`src/rtl/axi_atop_id_guard.sv`:
```
// Per-ID ordering guard: holds AW/AR handshakes so an atomic issues only on an
// idle ID and nothing else with that ID issues until its responses return.
module axi_atop_id_guard #(
    parameter int unsigned IdWidth = 4,
    parameter int unsigned MaxTxns = 8
) (
    input  logic               clk_i,
    input  logic               rst_i,
    input  logic               slv_aw_valid_i,
    output logic               slv_aw_ready_o,
    input  logic [IdWidth-1:0] aw_id_i,
    input  logic [5:0]         aw_atop_i,
    output logic               mst_aw_valid_o,
    input  logic               mst_aw_ready_i,
    input  logic               slv_ar_valid_i,
    output logic               slv_ar_ready_o,
    input  logic [IdWidth-1:0] ar_id_i,
    output logic               mst_ar_valid_o,
    input  logic               mst_ar_ready_i,
    input  logic               b_valid_i,
    input  logic               b_ready_i,
    input  logic [IdWidth-1:0] b_id_i,
    input  logic               r_valid_i,
    input  logic               r_ready_i,
    input  logic               r_last_i,
    input  logic [IdWidth-1:0] r_id_i,
    output logic               idle_o,
    output logic               err_o
);

    localparam int unsigned NumIds = 2 ** IdWidth;
    localparam int unsigned CntW   = $clog2(MaxTxns + 1);

    typedef logic [CntW-1:0] cnt_t;

    localparam cnt_t MaxCnt = cnt_t'(MaxTxns);
    localparam cnt_t One    = cnt_t'(1);

    cnt_t              wr_cnt_q [NumIds];
    cnt_t              wr_cnt_d [NumIds];
    cnt_t              rd_cnt_q [NumIds];
    cnt_t              rd_cnt_d [NumIds];
    logic [NumIds-1:0] busy_q;
    logic [NumIds-1:0] busy_d;
    logic              err_q;
    logic              err_d;
    logic              idle_q;
    logic              idle_d;

    logic aw_atomic;
    logic aw_allow;
    logic ar_allow;
    logic aw_hs;
    logic ar_hs;
    logic b_hs;
    logic r_hs;
    logic atop_unused;

    assign atop_unused = ^aw_atop_i[3:0];

    assign aw_atomic = aw_atop_i[5:4] != 2'b00;

    // Allow terms look only at registered state, never at downstream ready.
    always_comb begin
        aw_allow = !busy_q[aw_id_i];
        if (aw_atomic) begin
            aw_allow = aw_allow && wr_cnt_q[aw_id_i] == '0
                                && rd_cnt_q[aw_id_i] == '0;
        end else begin
            aw_allow = aw_allow && wr_cnt_q[aw_id_i] < MaxCnt;
        end
        ar_allow = !busy_q[ar_id_i] && rd_cnt_q[ar_id_i] < MaxCnt
                   && !(slv_aw_valid_i && aw_atomic && aw_id_i == ar_id_i);
    end

    assign mst_aw_valid_o = slv_aw_valid_i & aw_allow;
    assign slv_aw_ready_o = mst_aw_ready_i & aw_allow;
    assign mst_ar_valid_o = slv_ar_valid_i & ar_allow;
    assign slv_ar_ready_o = mst_ar_ready_i & ar_allow;

    assign aw_hs = mst_aw_valid_o & mst_aw_ready_i;
    assign ar_hs = mst_ar_valid_o & mst_ar_ready_i;
    assign b_hs  = b_valid_i & b_ready_i;
    assign r_hs  = r_valid_i & r_ready_i & r_last_i;

    logic wr_inc;
    logic wr_dec;
    logic rd_inc;
    logic rd_dec;
    logic aw_hit;

    always_comb begin
        err_d  = 1'b0;
        wr_inc = 1'b0;
        wr_dec = 1'b0;
        rd_inc = 1'b0;
        rd_dec = 1'b0;
        aw_hit = 1'b0;
        for (int i = 0; i < NumIds; i++) begin
            aw_hit = aw_hs && aw_id_i == IdWidth'(i);
            wr_inc = aw_hit;
            wr_dec = b_hs && b_id_i == IdWidth'(i);
            rd_inc = (aw_hit && aw_atop_i[5])
                     || (ar_hs && ar_id_i == IdWidth'(i));
            rd_dec = r_hs && r_id_i == IdWidth'(i);

            wr_cnt_d[i] = wr_cnt_q[i];
            if (wr_inc && !wr_dec) begin
                wr_cnt_d[i] = wr_cnt_q[i] + One;
            end else if (wr_dec && !wr_inc) begin
                if (wr_cnt_q[i] == '0) err_d = 1'b1;
                else wr_cnt_d[i] = wr_cnt_q[i] - One;
            end

            rd_cnt_d[i] = rd_cnt_q[i];
            if (rd_inc && !rd_dec) begin
                rd_cnt_d[i] = rd_cnt_q[i] + One;
            end else if (rd_dec && !rd_inc) begin
                if (rd_cnt_q[i] == '0) err_d = 1'b1;
                else rd_cnt_d[i] = rd_cnt_q[i] - One;
            end

            busy_d[i] = busy_q[i];
            if (aw_hit && aw_atomic) begin
                busy_d[i] = 1'b1;
            end else if (wr_cnt_d[i] == '0 && rd_cnt_d[i] == '0) begin
                busy_d[i] = 1'b0;
            end
        end
    end

    always_comb begin
        idle_d = busy_q == '0;
        for (int i = 0; i < NumIds; i++) begin
            if (wr_cnt_q[i] != '0 || rd_cnt_q[i] != '0) idle_d = 1'b0;
        end
    end

    always_ff @(posedge clk_i or posedge rst_i) begin
        if (rst_i) begin
            for (int i = 0; i < NumIds; i++) begin
                wr_cnt_q[i] <= '0;
                rd_cnt_q[i] <= '0;
            end
            busy_q <= '0;
            err_q  <= 1'b0;
            idle_q <= 1'b1;
        end else begin
            for (int i = 0; i < NumIds; i++) begin
                wr_cnt_q[i] <= wr_cnt_d[i];
                rd_cnt_q[i] <= rd_cnt_d[i];
            end
            busy_q <= busy_d;
            err_q  <= err_d;
            idle_q <= idle_d;
        end
    end

    assign err_o  = err_q;
    assign idle_o = idle_q;

endmodule

```
`config.mk`:
```
export PLATFORM = sky130hd
export DESIGN_NAME = axi_atop_id_guard
export DESIGN_NICKNAME = d
export VERILOG_FILES = /design/src/rtl/axi_atop_id_guard.sv
export SDC_FILE = /design/constraint.sdc
export NUM_CORES = 1
export LEC_CHECK = 0
export CORE_ASPECT_RATIO = 1.1
export CORE_MARGIN = 8
export CORE_UTILIZATION = 60
export CTS_CLUSTER_SIZE = 40
export DETAILED_ROUTE_END_ITERATION = 6
export HOLD_SLACK_MARGIN = 0.02
export PLACE_DENSITY = 0.78
export SETUP_SLACK_MARGIN = 0.2
export SLEW_MARGIN = 40
export SYNTH_ARGS = -nofsm -noshare
export SYNTH_HDL_FRONTEND = slang
export SYNTH_SLANG_ARGS = --single-unit
```
`constraint.sdc`:
```
create_clock -name clk_i -period 7.7 [get_ports clk_i]
set_input_delay 1.155 -clock clk_i [delete_from_list [all_inputs] [get_ports clk_i]]
set_output_delay 1.155 -clock clk_i [all_outputs]
set_load 0.01 [all_outputs]
```
* Word level (Yosys, flattened, before mapping)
Index checks and enable logic that the tools add are counted.
W data, S select, Z words.
** Storage, ports and cells
- Register bits :: 146
- Input bits :: 33
- Output and inout bits :: 6
- Logic and storage cells :: 848
** Cells by class
- Add/sub/neg operators :: 64
- Order comparisons :: 6
- Equality and inequality tests :: 61
- Muxes and demuxes :: 254
- Bitwise operators :: 11
- Reductions and logical operators :: 402
** Operators with widths (count)
- $mux W4 :: 102
- $logic_not A4 Y1 :: 70
- $logic_and A1 B1 Y1 :: 183
- $mux W1 :: 147
- $add A4 B1 Y4 const B :: 32
- $eq A4 B4 Y1 const B :: 32
- $reduce_bool A4 Y1 :: 32
- $sub A4 B1 Y4 const B :: 32
- $logic_not A1 Y1 :: 67
- $eq A4 B3 Y1 const B :: 16
- $bmux W4 S4 :: 3
- $reduce_bool A2 Y1 :: 17
- $eq A4 B2 Y1 const B :: 8
- $logic_or A1 B1 Y1 :: 32
- $eq A4 B1 Y1 const B :: 4
- $logic_not A16 Y1 :: 1
- $ge A5 B5 Y1 const B :: 2
- $lt A4 B5 Y1 const B :: 2
- $not A4 Y5 :: 2
- $and A1 B1 Y1 :: 9
- $bmux W1 S4 :: 2
- $lt A4 B4 Y1 const B :: 2
- $eq A4 B4 Y1 :: 1

* Depth between registers and ports, before layout
Gate-level depths: netlist (run 1).
- Word-level depth :: 108
- Depth in mapped cells :: 16
- Gate-level depth less buffers :: 11

* Least setup slack after synthesis (run 1)
OpenSTA, ideal clock, no wires.
- Kind :: input-to-reg
- Start :: input aw_id_i[1]
- End :: register busy_q[2]
- Arrival :: 4.359 ns
- Required time :: 7.574 ns
- Setup slack :: 3.215 ns
- Stages on the path :: 13
- Path buffers :: 2
- Cell sequence :: buf_6 -> buf_6 -> or4_1 -> o311ai_1 -> o22ai_1 -> nor4b_4 -> nand4_2 -> o21a_2 -> and4b_4 -> mux2_4 -> a41o_1 -> or4_1 -> o32a_1
** RTL lines
- start, declared :: RTL line 11 : input logic [IdWidth-1:0] aw_id_i,
- end signal, assigned :: RTL line 153 : busy_q <= busy_d;
- end, declared :: RTL line 43 : logic [NumIds-1:0] busy_q;

* Worst setup path after layout (run 1)
- Start :: input aw_id_i[2]
- End :: output mst_aw_valid_o
** On the way
- Word-level cells in the longest chain between the ends :: 9
** RTL lines
- parallel branches: the longest is 7 deep, another holds $lt A4 B4 Y1
- $mux W1 * :: RTL line 66 : if (aw_atomic) begin
- $and A1 B1 Y1 * :: RTL line 76 : assign mst_aw_valid_o = slv_aw_valid_i & aw_allow;
- end, declared :: RTL line 13 : output logic mst_aw_valid_o,
Mark *: on every way between the ends. The select of a mux whose other input is x is not followed.

==> results.txt, run 1 <==
For this run the aggregate overflow at the end of global routing stands at 0. The overall die width was 152.0 µm; the number of nets in the final layout was 1656. The flow ran to the end, but the final reports show violations. The fraction of the core area covered by cells at the end of the flow was 0.6764. Entering global routing, the biggest net connects 90 pins. The slew at the pin closest to its max-slew limit came out at 847.5 ps.

The tools report the detailed-route via count as 13240. 39 I/O pins were placed. The row count is 54. The average wire per standard cell came out at 24.07 µm. Setup repair after global routing left no endpoint under its margin.

The synthesized area divided by synthesized cell count was 7.985 µm²; the count of unique library cells instantiated by Yosys was 83. The finished layout cell area came out at 0.01344 mm². Clock latency on the worst-skew pair, taken at its later pin, is 450 ps. For this block, the initial DRC count from the detailed router was 1908. The number of max-slew violations in the final report was 0; the hold buffer count at CTS was 0. Areal power density over the cells: 289.4 mW/mm². Input and output buffers added on the ports amount to 34. The root buffer cell chosen for the clock tree is sky130_fd_sc_hd__clkbuf_16.

The total area inside the core boundary comes to 0.01986 mm². The fraction of synthesized cell area taken by the top area cell type came out at 0.2974. The first global-routing pass estimated 68390 µm of wire.

The startpoint identified for the worst hold timing path is rd_cnt_q[6]. The logs give 0 for the max-capacitance violation count and 0.01220 mm² for the cell area after technology mapping. In this run, synthesis inferred 0 flip-flops with an integrated enable. The flip-flop and latch count after synthesis came out at 146. The largest buffer count on any clock path came out at 2. The data arrival time of the worst path was 4750 ps. The checks that failed: design-rule violations. The part of the Yosys area used for sequential elements was 0.2995. The number of standard cells after synthesis is 1528, and the maximum resistive drop on vdd is 0.0002015 V.

The share of flip-flops with an asynchronous set or reset after synthesis is 1.000, and the number of detailed-route iterations in the first pass is 7. The post-CTS setup buffer count was 0; the via count of the first global-routing pass was 12180. The layout cell share with drive strength beyond 1 is 0.06997.

The number of clock sinks seen by CTS was 146. The origin of the critical flop-to-flop path was rd_cnt_q[40]. The starting density of the core came out at 0.6143.

Startpoint-to-endpoint class of the critical path: input port to output port. During synthesis, Yosys emitted a total of 0 warnings. After routing, the total negative slack on setup checks comes to 0 ps.

The post-route DRC violation count was 18. The cell type contributing the most total cell area after synthesis is sky130_fd_sc_hd__dfrtp_1. The run gives 13.03 ps as the worst clock skew on the final layout.

Number of buffers created by CTS: 17. The static leakage came out at 5.452 nW. The congestion estimate from routability-driven global placement came to 1.137. In this run the worst path has a maximum fanout of 16. Detailed placement finished with a half-perimeter wire length of 33200 µm.

Leaving out fill and tap cells, the most frequent cell in the layout is sky130_fd_sc_hd__nor2_1. In the layout the commonest cells are sky130_fd_sc_hd__nor2_1, sky130_fd_sc_hd__nand2_1, sky130_fd_sc_hd__dfrtp_1. Setup violations remaining at the end of the flow were counted as 0. The achievable frequency came out at 169.2 MHz.

Die span in y: 165.6 µm. TritonCTS built the clock tree. Once detail routing completed, the nets flagged for antenna violations numbered 0. The synthesis-to-finish area growth was 10.12%; the clock period minus worst slack was 5910 ps. The cell depth of the worst flop-to-flop path works out to 11. The final count of hold timing violations is 0. The sort of element at the start of the critical path is an input port. For the worst setup path, the data required time is 6550 ps. Capture point of the worst reg-to-reg path: busy_q[2]. The overall global routing resource usage is 0.3434, and the initial antenna violation count is 1.

Wires add up to 43930 µm. In this run, post-CTS repair resized a total of 0 instances. In the post-synthesis netlist, the biggest area contributors are sky130_fd_sc_hd__dfrtp_1, sky130_fd_sc_hd__ha_1, sky130_fd_sc_hd__nor2_1.

Counting every net in the synthesized netlist gives 1625. The run gives 0.02516 mm² as the area enclosed by the die boundary. The endpoint class of the critical path was an output port.

The most used flip-flop cell after synthesis is sky130_fd_sc_hd__dfrtp_1. The count of cells along the worst hold path came out at 1. In this run the register-to-register setup slack is 2880 ps. The post-detailed-route via-to-cell ratio was 7.255; the headroom to the max-slew limit was 0.4332.

The period utilization works out to 0.7675. The endpoint with the worst hold slack was rd_cnt_q[6]. Once placement finished, the instance area stood at 0.01282 mm². The worst hold path belongs to the class flop to flop. The clock-pin slew of the registers on the worst-case setup and hold paths is 70 ps. The clock tree synthesis step divided the H-tree into 4 levels.
[synthesized netlist by cell type (21+ instances only)]
| cell | count |
|---|---|
| sky130_fd_sc_hd__ha_1 | 64 |
| sky130_fd_sc_hd__clkbuf_1 | 28 |
| sky130_fd_sc_hd__o21ai_0 | 64 |
| sky130_fd_sc_hd__o211ai_1 | 25 |
| sky130_fd_sc_hd__nor4_1 | 44 |
| sky130_fd_sc_hd__nand4_1 | 28 |
| sky130_fd_sc_hd__a21oi_1 | 92 |
| sky130_fd_sc_hd__a31oi_1 | 21 |
| sky130_fd_sc_hd__dfrtp_1 | 145 |
| sky130_fd_sc_hd__nand2_1 | 158 |
| sky130_fd_sc_hd__nor2_1 | 160 |
| sky130_fd_sc_hd__xnor2_1 | 35 |
| sky130_fd_sc_hd__nor3_1 | 61 |
| sky130_fd_sc_hd__or3_1 | 21 |
| sky130_fd_sc_hd__o31ai_1 | 30 |
| sky130_fd_sc_hd__nand3_1 | 99 |
| sky130_fd_sc_hd__and3_1 | 28 |
| sky130_fd_sc_hd__inv_1 | 84 |
[worst max-delay path, cell delays in order]
cell	delay, ps
sky130_fd_sc_hd__clkdlybuf4s50_1	860
sky130_fd_sc_hd__or2_2	590
sky130_fd_sc_hd__a41o_1	270
sky130_fd_sc_hd__o2111ai_1	440
sky130_fd_sc_hd__o41ai_4	200
sky130_fd_sc_hd__a31o_2	370
sky130_fd_sc_hd__and3_1	220
sky130_fd_sc_hd__and2_1	170
sky130_fd_sc_hd__clkdlybuf4s50_1	470
[worst max path at each step]
stage,startpoint,to,slack [ps],depth (start not counted)
2_1_floorplan,rst_i,busy_q[0],2620,1
3_3_place_gp,aw_id_i[0],busy_q[2],1400,11
3_5_place_dp,aw_id_i[2],busy_q[2],1800,12
4_1_cts,aw_id_i[2],mst_aw_valid_o,2000,9
5_1_grt,aw_id_i[2],mst_aw_valid_o,1840,9
6_report,aw_id_i[2],mst_aw_valid_o,1790,9
[state kept, by name, indices dropped and copies added, names as in the netlist]
signal    count
idle_o        1
rd_cnt_q     64
busy_q       16
err_o         1
wr_cnt_q     64
[report_power, final]
part / switching [W] / internal (W)
Sequential: 0.000388 / 0.000982
Combinational: 0.000982 / 0.000666
Clock: 0.000371 / 0.000499
Total: 0.00174 / 0.00215
[per-layer routing]
metal  global-route usage  up-vias  share of wire
met5             0.009881        -        0.00023
met4               0.1932        2          0.060
met3               0.1070      220           0.13
met2               0.5312      939           0.43
met1               0.4206     6185           0.38
li1                     -     5894              -
[final cells by class]
cell class / instances / area (µm²)
repair buffers: 49 / 446.7
multi-input cells: 1261 / 8095
clock inverters: 13 / 146.4
clock buffers: 19 / 452.9
flip-flops and latches: 146 / 3655
inverters: 84 / 322.8
well taps: 252 / 315.3
fillers: 1706 / 6427
diodes: 1 / 2.502
[cells by family (layout without fill, tap and decap cells)]
kind of cell | Yosys count | in the layout | share of synthesized area
AOI/OAI and AO/OA | 418 | 418 | 0.2408
xor gates and xnor gates | 35 | 35 | 0.02512
adders and majority gates | 64 | 64 | 0.06563
buffers and inverters | 121 | 165 | 0.03917
DFF | 146 | 146 | 0.2995
muxes | 30 | 30 | 0.03374
other | 0 | 1 | 0
and+or+nand+nor | 714 | 714 | 0.2960
[metrics by stage]
stage               hold WS, ps  power (W)  cells  setup WS (ps)
floorplan                 482.3   0.002455   1528           2624
global placement          525.5   0.002909   1792           1399
detailed placement        533.0   0.002957   1792           1803
CTS                       541.5   0.003822   1824           2005
global route              586.7   0.004123   1824           1839
finish                    558.6   0.003888   1825           1790
Power figures use the tool's default switching activity.
==> inputs of run 2 (changes only) <==
==> constraint.sdc (replaced) <==
create_clock -name clk_i -period 5.9 [get_ports clk_i]
set_input_delay 0.885 -clock clk_i [delete_from_list [all_inputs] [get_ports clk_i]]
set_output_delay 0.885 -clock clk_i [all_outputs]
set_load 0.01 [all_outputs]
==> results.txt, run 2 (synthesized netlist as in run 1, its figures left out) <==
For the fraction of the core area covered by cells at the end of the flow, the log shows 0.6850 (+0.008566). Setup repair after global routing left no endpoint under its margin. The via count of the first global-routing pass was 12220 (+0.34%); the met2 wire length was 19670 µm (+3.8%).

The boundary pin count is 39 (unchanged). The number of nets in the final layout was 1673 (+1.0%); the hold buffer count at CTS was 0 (unchanged). The aggregate global routing overflow is 0 (unchanged), and the clock period minus worst slack is 4983 ps.

Detailed-route via count: 13350 (+0.82%). The run gives 0 (unchanged) as the number of gates given a new drive strength after cts. The tools report the count of inserted antenna diode cells as 0 (-1). The starting density of the core came out at 0.6143 (unchanged). Cell depth of the worst flop-to-flop path: 12 (+1). The number of detailed-route iterations in the first pass was 6 (-1); the average wire per standard cell was 24.26 µm (+0.79%). The number of clock sinks seen by CTS was 146 (unchanged); the final RePlAce weighted congestion was 1.074 (-5.6%). The top cell types in the final layout, fill and taps aside, are sky130_fd_sc_hd__nor2_1, sky130_fd_sc_hd__nand2_1, sky130_fd_sc_hd__dfrtp_1. The slew at the pin closest to its max-slew limit works out to 946.7 ps (+99.13 ps). The worst-path maximum fanout is 26 (+10), and the initial antenna violation count is 0 (-1). The largest registers in the layout are rd_cnt_q x64, wr_cnt_q x64, busy_q x16. The total half-perimeter wirelength after legalization and detailed placement is 34040 µm (+2.5%). The die span in y came out at 165.6 µm (unchanged). The count of cells along the worst hold path was 1 (unchanged); the post-CTS setup buffer count was 0 (unchanged).

Slack of the worst reg-to-reg path: 1480 ps (-1400 ps). The highest metal layer carrying signal wires in the routed design is met4. The number of buffers created by CTS was 17 (unchanged); the row count was 54 (unchanged). The area enclosed by the die boundary is 0.02516 mm² (unchanged), and the count of buffers from port buffering is 34 (unchanged). The required time reported for the critical path endpoint was 5020 ps (-1530 ps); the worst setup margin was 917.5 ps (-873.0 ps). Global-route wire length before repair: 68890 µm (+0.74%). The maximum number of pins on one net before global-route repair is 54 (-40%). The total power after layout was 0.005188 W (+33%); the synthesis-to-finish area growth was 11.52%. The run gives 5118 µm (-7.1%) as the length of routed met3 wiring. The post-route DRC violation count was 0 (-18). The logs give 4 (unchanged) for the number of levels the H-tree was split into and 0 (unchanged) for the number of endpoints failing setup at the final stage. Startpoint-to-endpoint class of the critical path: input port to output port. The clock-pin slew of the registers on the worst-case setup and hold paths was 70 ps (about the same). The logs give 2 (unchanged) for the largest buffer count on any clock path and 0 (unchanged) for the final count of hold timing violations.

The tools report the total wire length as 44640 µm (+1.6%). The maximum resistive drop on vdd came out at 0.0002609 V (+29%). The run finished with clean final reports.

The sort of element at the start of the critical path is an input port. The areal power density over the cells came out at 381.3 mW/mm² (+32%). The period utilization works out to 0.8445. The run gives 1809 (+0.95%) as the total placed cells including tap cells. Sum of routed wire segments on met1: 17310 µm (+3.0%). The type of the tightest min-delay check is flop to flop. The overall die width was 152.0 µm (unchanged); the overall global routing resource usage was 0.3474 (+0.004065). Worst-skew pair later-pin latency: 440 ps (about the same). The headroom to the max-slew limit is 0.3631 (-0.07014). The run gives 5.551 nW (+1.8%) as the static leakage. Based on the critical path, the design can be clocked at up to 200.7 MHz. For the worst clock skew on the final layout, the log shows 11.16 ps (-1.869 ps). The worst setup path is captured at an output port. The data arrival time of the worst path was 4100 ps (-650 ps); the residual antenna-violating net count after detailed routing was 0 (unchanged). The post-detailed-route via-to-cell ratio came out at 7.254 (about the same). Final non-filler cell total: 1840 (+0.82%). The library cell used most frequently in the layout, excluding fill and tap cells, is sky130_fd_sc_hd__nor2_1. The final-layout fill cell count came out at 1651 (-3.2%). The tools report the post-route setup TNS as 0 ps (unchanged). The number of max-slew violations in the final report was 0 (unchanged); the DRC marker count from the first detailed-route iteration was 1866 (-2.2%). The logs give 0.01986 mm² (unchanged) for the area of the core region and 684.8 ps (-1118 ps) for the pre-CTS setup slack. The max-capacitance violation count was 0 (unchanged). The layout cell share with drive strength beyond 1 is 0.07683 (+0.006852). CTS placed an instance of sky130_fd_sc_hd__clkbuf_16 at the clock tree root.

TritonCTS built the clock tree.
==> run 2: per-stage QoR <==
step | hold slack [ps] | cell area (µm²)
floorplan | 482.3 | 12200
global placement | 516.3 | 12950
detailed placement | 522.8 | 12960
CTS | 529.7 | 13600
global route | 579.4 | 13610
finish | 541.3 | 13610
==> run 2: layout make-up <==
type / count / area [µm²] / share of cell area
timing repair buffer: 66 / 588.1 / 0.04322
inverter: 84 / 320.3 / 0.02354
clock inverter: 12 / 206.4 / 0.01517
sequential: 146 / 3655 / 0.2686
clock buffer: 19 / 432.9 / 0.03182
multi-input combinational: 1261 / 8089 / 0.5945
tap: 252 / 315.3 / 0.02317
==> run 2: final timing paths <==
path	start	endpoint
max	aw_id_i[1]	slv_aw_ready_o
min	rd_cnt_q[50]	rd_cnt_q[50]
max reg2reg	rd_cnt_q[61]	busy_q[9]
min reg2reg	rd_cnt_q[50]	rd_cnt_q[50]
max in group asynchronous	rst_i	rd_cnt_q[3]
min in group asynchronous	rst_i	rd_cnt_q[32]
==> run 2: metal layers <==
metal / up-vias / GRT usage
li1: 5918 / -
met1: 6313 / 0.4393
met2: 927 / 0.5397
met3: 190 / 0.08288
met4: 0 / 0.1995
met5: - / 0
==> run 2: where the power goes <==
group / switching [W] / total, W / internal [W]
logic: 0.00129 / 0.00217 / 0.000882
clock network: 0.000472 / 0.00122 / 0.000752
registers: 0.000514 / 0.00180 / 0.00128
==> run 2: worst max-delay path: stages <==
cell	delay, ps
sky130_fd_sc_hd__buf_2	530
sky130_fd_sc_hd__buf_4	340
sky130_fd_sc_hd__buf_4	170
sky130_fd_sc_hd__nor2b_1	440
sky130_fd_sc_hd__o211a_1	260
sky130_fd_sc_hd__nor4_1	60
sky130_fd_sc_hd__a31o_2	260
sky130_fd_sc_hd__a31o_2	310
sky130_fd_sc_hd__and3_1	180
sky130_fd_sc_hd__and2_1	170
sky130_fd_sc_hd__clkdlybuf4s50_1	480
==> inputs of run 3 (changes only) <==
==> constraint.sdc (replaced) <==
create_clock -name clk_i -period 5.2 [get_ports clk_i]
set_input_delay 0.78 -clock clk_i [delete_from_list [all_inputs] [get_ports clk_i]]
set_output_delay 0.78 -clock clk_i [all_outputs]
set_load 0.01 [all_outputs]
==> results.txt, run 3 (synthesized netlist as in run 1, its figures left out) <==
Number of endpoints failing setup at the final stage: 0 (unchanged). The slew at the pin closest to its max-slew limit works out to 822.0 ps (-124.7 ps). Setup repair after global routing left no endpoint under its margin.

The type of the tightest min-delay check was flop to flop. The area occupied by multi-input gates is 0.008097 mm² (about the same), and the post-detailed-route via-to-cell ratio is 7.309 (+0.75%). The maximum resistive drop on vdd came out at 0.0002957 V (+13%). The critical path ends at mst_aw_valid_o.

The number of buffers created by CTS came out at 17 (unchanged). The master of the slowest instance on the critical path was sky130_fd_sc_hd__clkdlybuf4s50_1. The period utilization is 0.9498, and the overall global routing resource usage is 0.3612 (+0.01371). The max-capacitance violation count is 0 (unchanged). The run gives 1.099 (+2.3%) as the final RePlAce weighted congestion. The logs give 93 (+72%) for the maximum number of pins on one net before global-route repair and 0.6143 (unchanged) for the starting density of the core. The detailed-route via count came out at 13620 (+2.1%).

The areal power density over the cells is 424.6 mW/mm² (+11%), and the achievable frequency is 202.5 MHz. The tools report the post-CTS setup buffer count as 0 (unchanged). The final reports fail on design-rule violations. The run gives 71100 µm (+3.2%) as the global-route wire length before repair.

For the aggregate global routing overflow, the log shows 0 (unchanged). The tools report the root buffer cell as sky130_fd_sc_hd__clkbuf_16. Placed cell area: 0.01316 mm² (+1.5%). The tools report the area of the core region as 0.01986 mm² (unchanged).

The startpoint-to-endpoint class of the critical path was input port to output port. For the hold buffer count at CTS, the log shows 0 (unchanged). The logs give 12.28 ps (+1.123 ps) for the worst clock skew on the final layout and 0.003655 mm² (unchanged) for the area taken by flip-flops and latches. Endpoint class of the critical path: an output port. The layout cell share with drive strength beyond 1 was 0.09243 (+0.01561). The largest registers in the layout are rd_cnt_q x64, wr_cnt_q x64, busy_q x16.

The average wire per standard cell came out at 24.64 µm (+1.6%). The tools report the sort of element at the start of the critical path as an input port. The tools report the first element of the critical path as aw_id_i[0].

Worst setup margin: 260.8 ps (-656.7 ps). The flow ran to the end, but the final reports show violations. The library cell used most frequently in the layout, excluding fill and tap cells, is sky130_fd_sc_hd__nor2_1. The count of buffers from port buffering works out to 34 (unchanged). The signal on the critical path passes through clkdlybuf4s50_1 -> buf_4 -> mux4_2 -> a22oi_1 -> and4_1 -> a31o_2 -> buf_4 -> and3_1 -> and2_1 -> clkdlybuf4s50_1. The largest buffer count on any clock path is 2 (unchanged).

Number of nets in the final layout: 1696 (+1.4%). The tools report the headroom to the max-slew limit as 0.4478 (+0.08475). Row count: 54 (unchanged). For the post-route setup TNS, the log shows 0 ps (unchanged). The residual antenna-violating net count after detailed routing was 0 (unchanged). For the final-layout fill cell count, the log shows 1676 (+1.5%).

The cell depth of the worst flop-to-flop path is 12 (unchanged). The run gives 0.005852 W (+13%) as the total power after layout. The number of clock sinks seen by CTS is 146 (unchanged). Boundary pin count: 39 (unchanged). TritonCTS built the clock tree. The tools report the final count of hold timing violations as 0 (unchanged). For the count of inserted antenna diode cells, the log shows 0 (unchanged).

The tools report the slack of the worst reg-to-reg path as 1070 ps (-410 ps). The worst-skew pair later-pin latency came out at 440 ps (about the same). The area enclosed by the die boundary was 0.02516 mm² (unchanged). The required time reported for the critical path endpoint is 4420 ps (-600 ps). The library cells used most frequently in the layout, excluding fill and tap cells, are sky130_fd_sc_hd__nor2_1, sky130_fd_sc_hd__nand2_1, sky130_fd_sc_hd__dfrtp_1.

Total half-perimeter wirelength after legalization and detailed placement: 34680 µm (+1.9%). Compared with the post-synthesis result, the final layout area differs by 12.94%. Finished layout cell area: 0.01378 mm² (+1.3%). The initial antenna violation count is 2 (+2).

The run gives 45940 µm (+2.9%) as the total wire length. The DRC marker count from the first detailed-route iteration was 1889 (+1.2%). The delay contributed by the slowest stage of the critical path came out at 750 ps (+220 ps). The die span in y works out to 165.6 µm (unchanged). Static leakage: 5.663 nW (+2.0%). The worst register-to-register path ends at busy_q[9].

The origin of the critical flop-to-flop path was rd_cnt_q[40]. Pre-CTS setup slack: 224.4 ps (-460.4 ps). The clock period minus worst slack was 4939 ps. The logs give 2 (+2) for the post-route DRC violation count and 0 (unchanged) for the number of gates given a new drive strength after cts. The run gives 7 (+1) as the number of detailed-route iterations in the first pass. Number of levels the H-tree was split into: 4 (unchanged). The number of max-slew violations in the final report was 0 (unchanged).

For the via count of the first global-routing pass, the log shows 12600 (+3.1%). The worst-path maximum fanout is 10 (-62%), and the data arrival time of the worst path is 4160 ps (+60 ps). The clock-pin slew of the registers on the worst-case setup and hold paths is 70 ps (about the same), and the overall die width is 152.0 µm (unchanged).
## run 3: changes by cell type in the layout (fill, tap and decap cells not counted), sizes merged
cell / change
buf: +23
bufinv: -3
clkbuf: -1
clkinv: -3
clkinvlp: +1
inv: +7
## run 3: report_power, final
group / switching (W) / internal, W
sequential: 0.000590 / 0.00145
combinational: 0.00149 / 0.00102
clock: 0.000562 / 0.000737
total: 0.00264 / 0.00321
## run 3: through the flow
step           cells  hold slack [ps]    util
2_1_floorplan   1528            482.3       -
3_3_place_gp    1832            529.9  0.6618
3_5_place_dp    1832            545.8  0.6624
4_1_cts         1864            552.7  0.6929
5_1_grt         1864            590.2  0.6938
6_report        1864            560.0  0.6938
## run 3: worst min-delay path by stage
stage                 start      endpoint  slack, ps  cells past startpoint
2_1_floorplan   rd_cnt_q[6]   rd_cnt_q[6]        480                      1
3_3_place_gp   rd_cnt_q[50]  rd_cnt_q[50]        530                      1
5_1_grt        rd_cnt_q[50]  rd_cnt_q[50]        590                      1
3_5_place_dp   rd_cnt_q[50]  rd_cnt_q[50]        550                      1
4_1_cts        rd_cnt_q[50]  rd_cnt_q[50]        550                      1
6_report       rd_cnt_q[50]  rd_cnt_q[50]        560                      1
## run 3: cell type report
| class | instances | area share |
|---|---|---|
| Tap cell | 252 | 0.02288 |
| Clock buffer | 18 | 0.03187 |
| Clock inverter | 14 | 0.01208 |
| Inverter | 84 | 0.02342 |
| Sequential cell | 146 | 0.2652 |
| Timing Repair Buffer | 89 | 0.05702 |
| Multi-Input combinational cell | 1261 | 0.5875 |
## run 3: metal layers
| metal | share of wire | vias up | track usage | wire length (µm) |
|---|---|---|---|---|
| met4 | 0.069 | 2 | 0.2206 | 3154 |
| met3 | 0.13 | 255 | 0.1070 | 5974 |
| met1 | 0.37 | 6390 | 0.4475 | 17120 |
| met2 | 0.43 | 998 | 0.5507 | 19680 |
| li1 | - | 5979 | - | - |
| met5 | 0.00022 | - | 0 | 10 |
## run 3: critical path, delay by kind of cell
kind	cells	cell delay, ps
AOI/OAI and AO/OA	2	390
buffers and inverters	4	1790
muxes	1	550
and+or+nand+nor	3	640
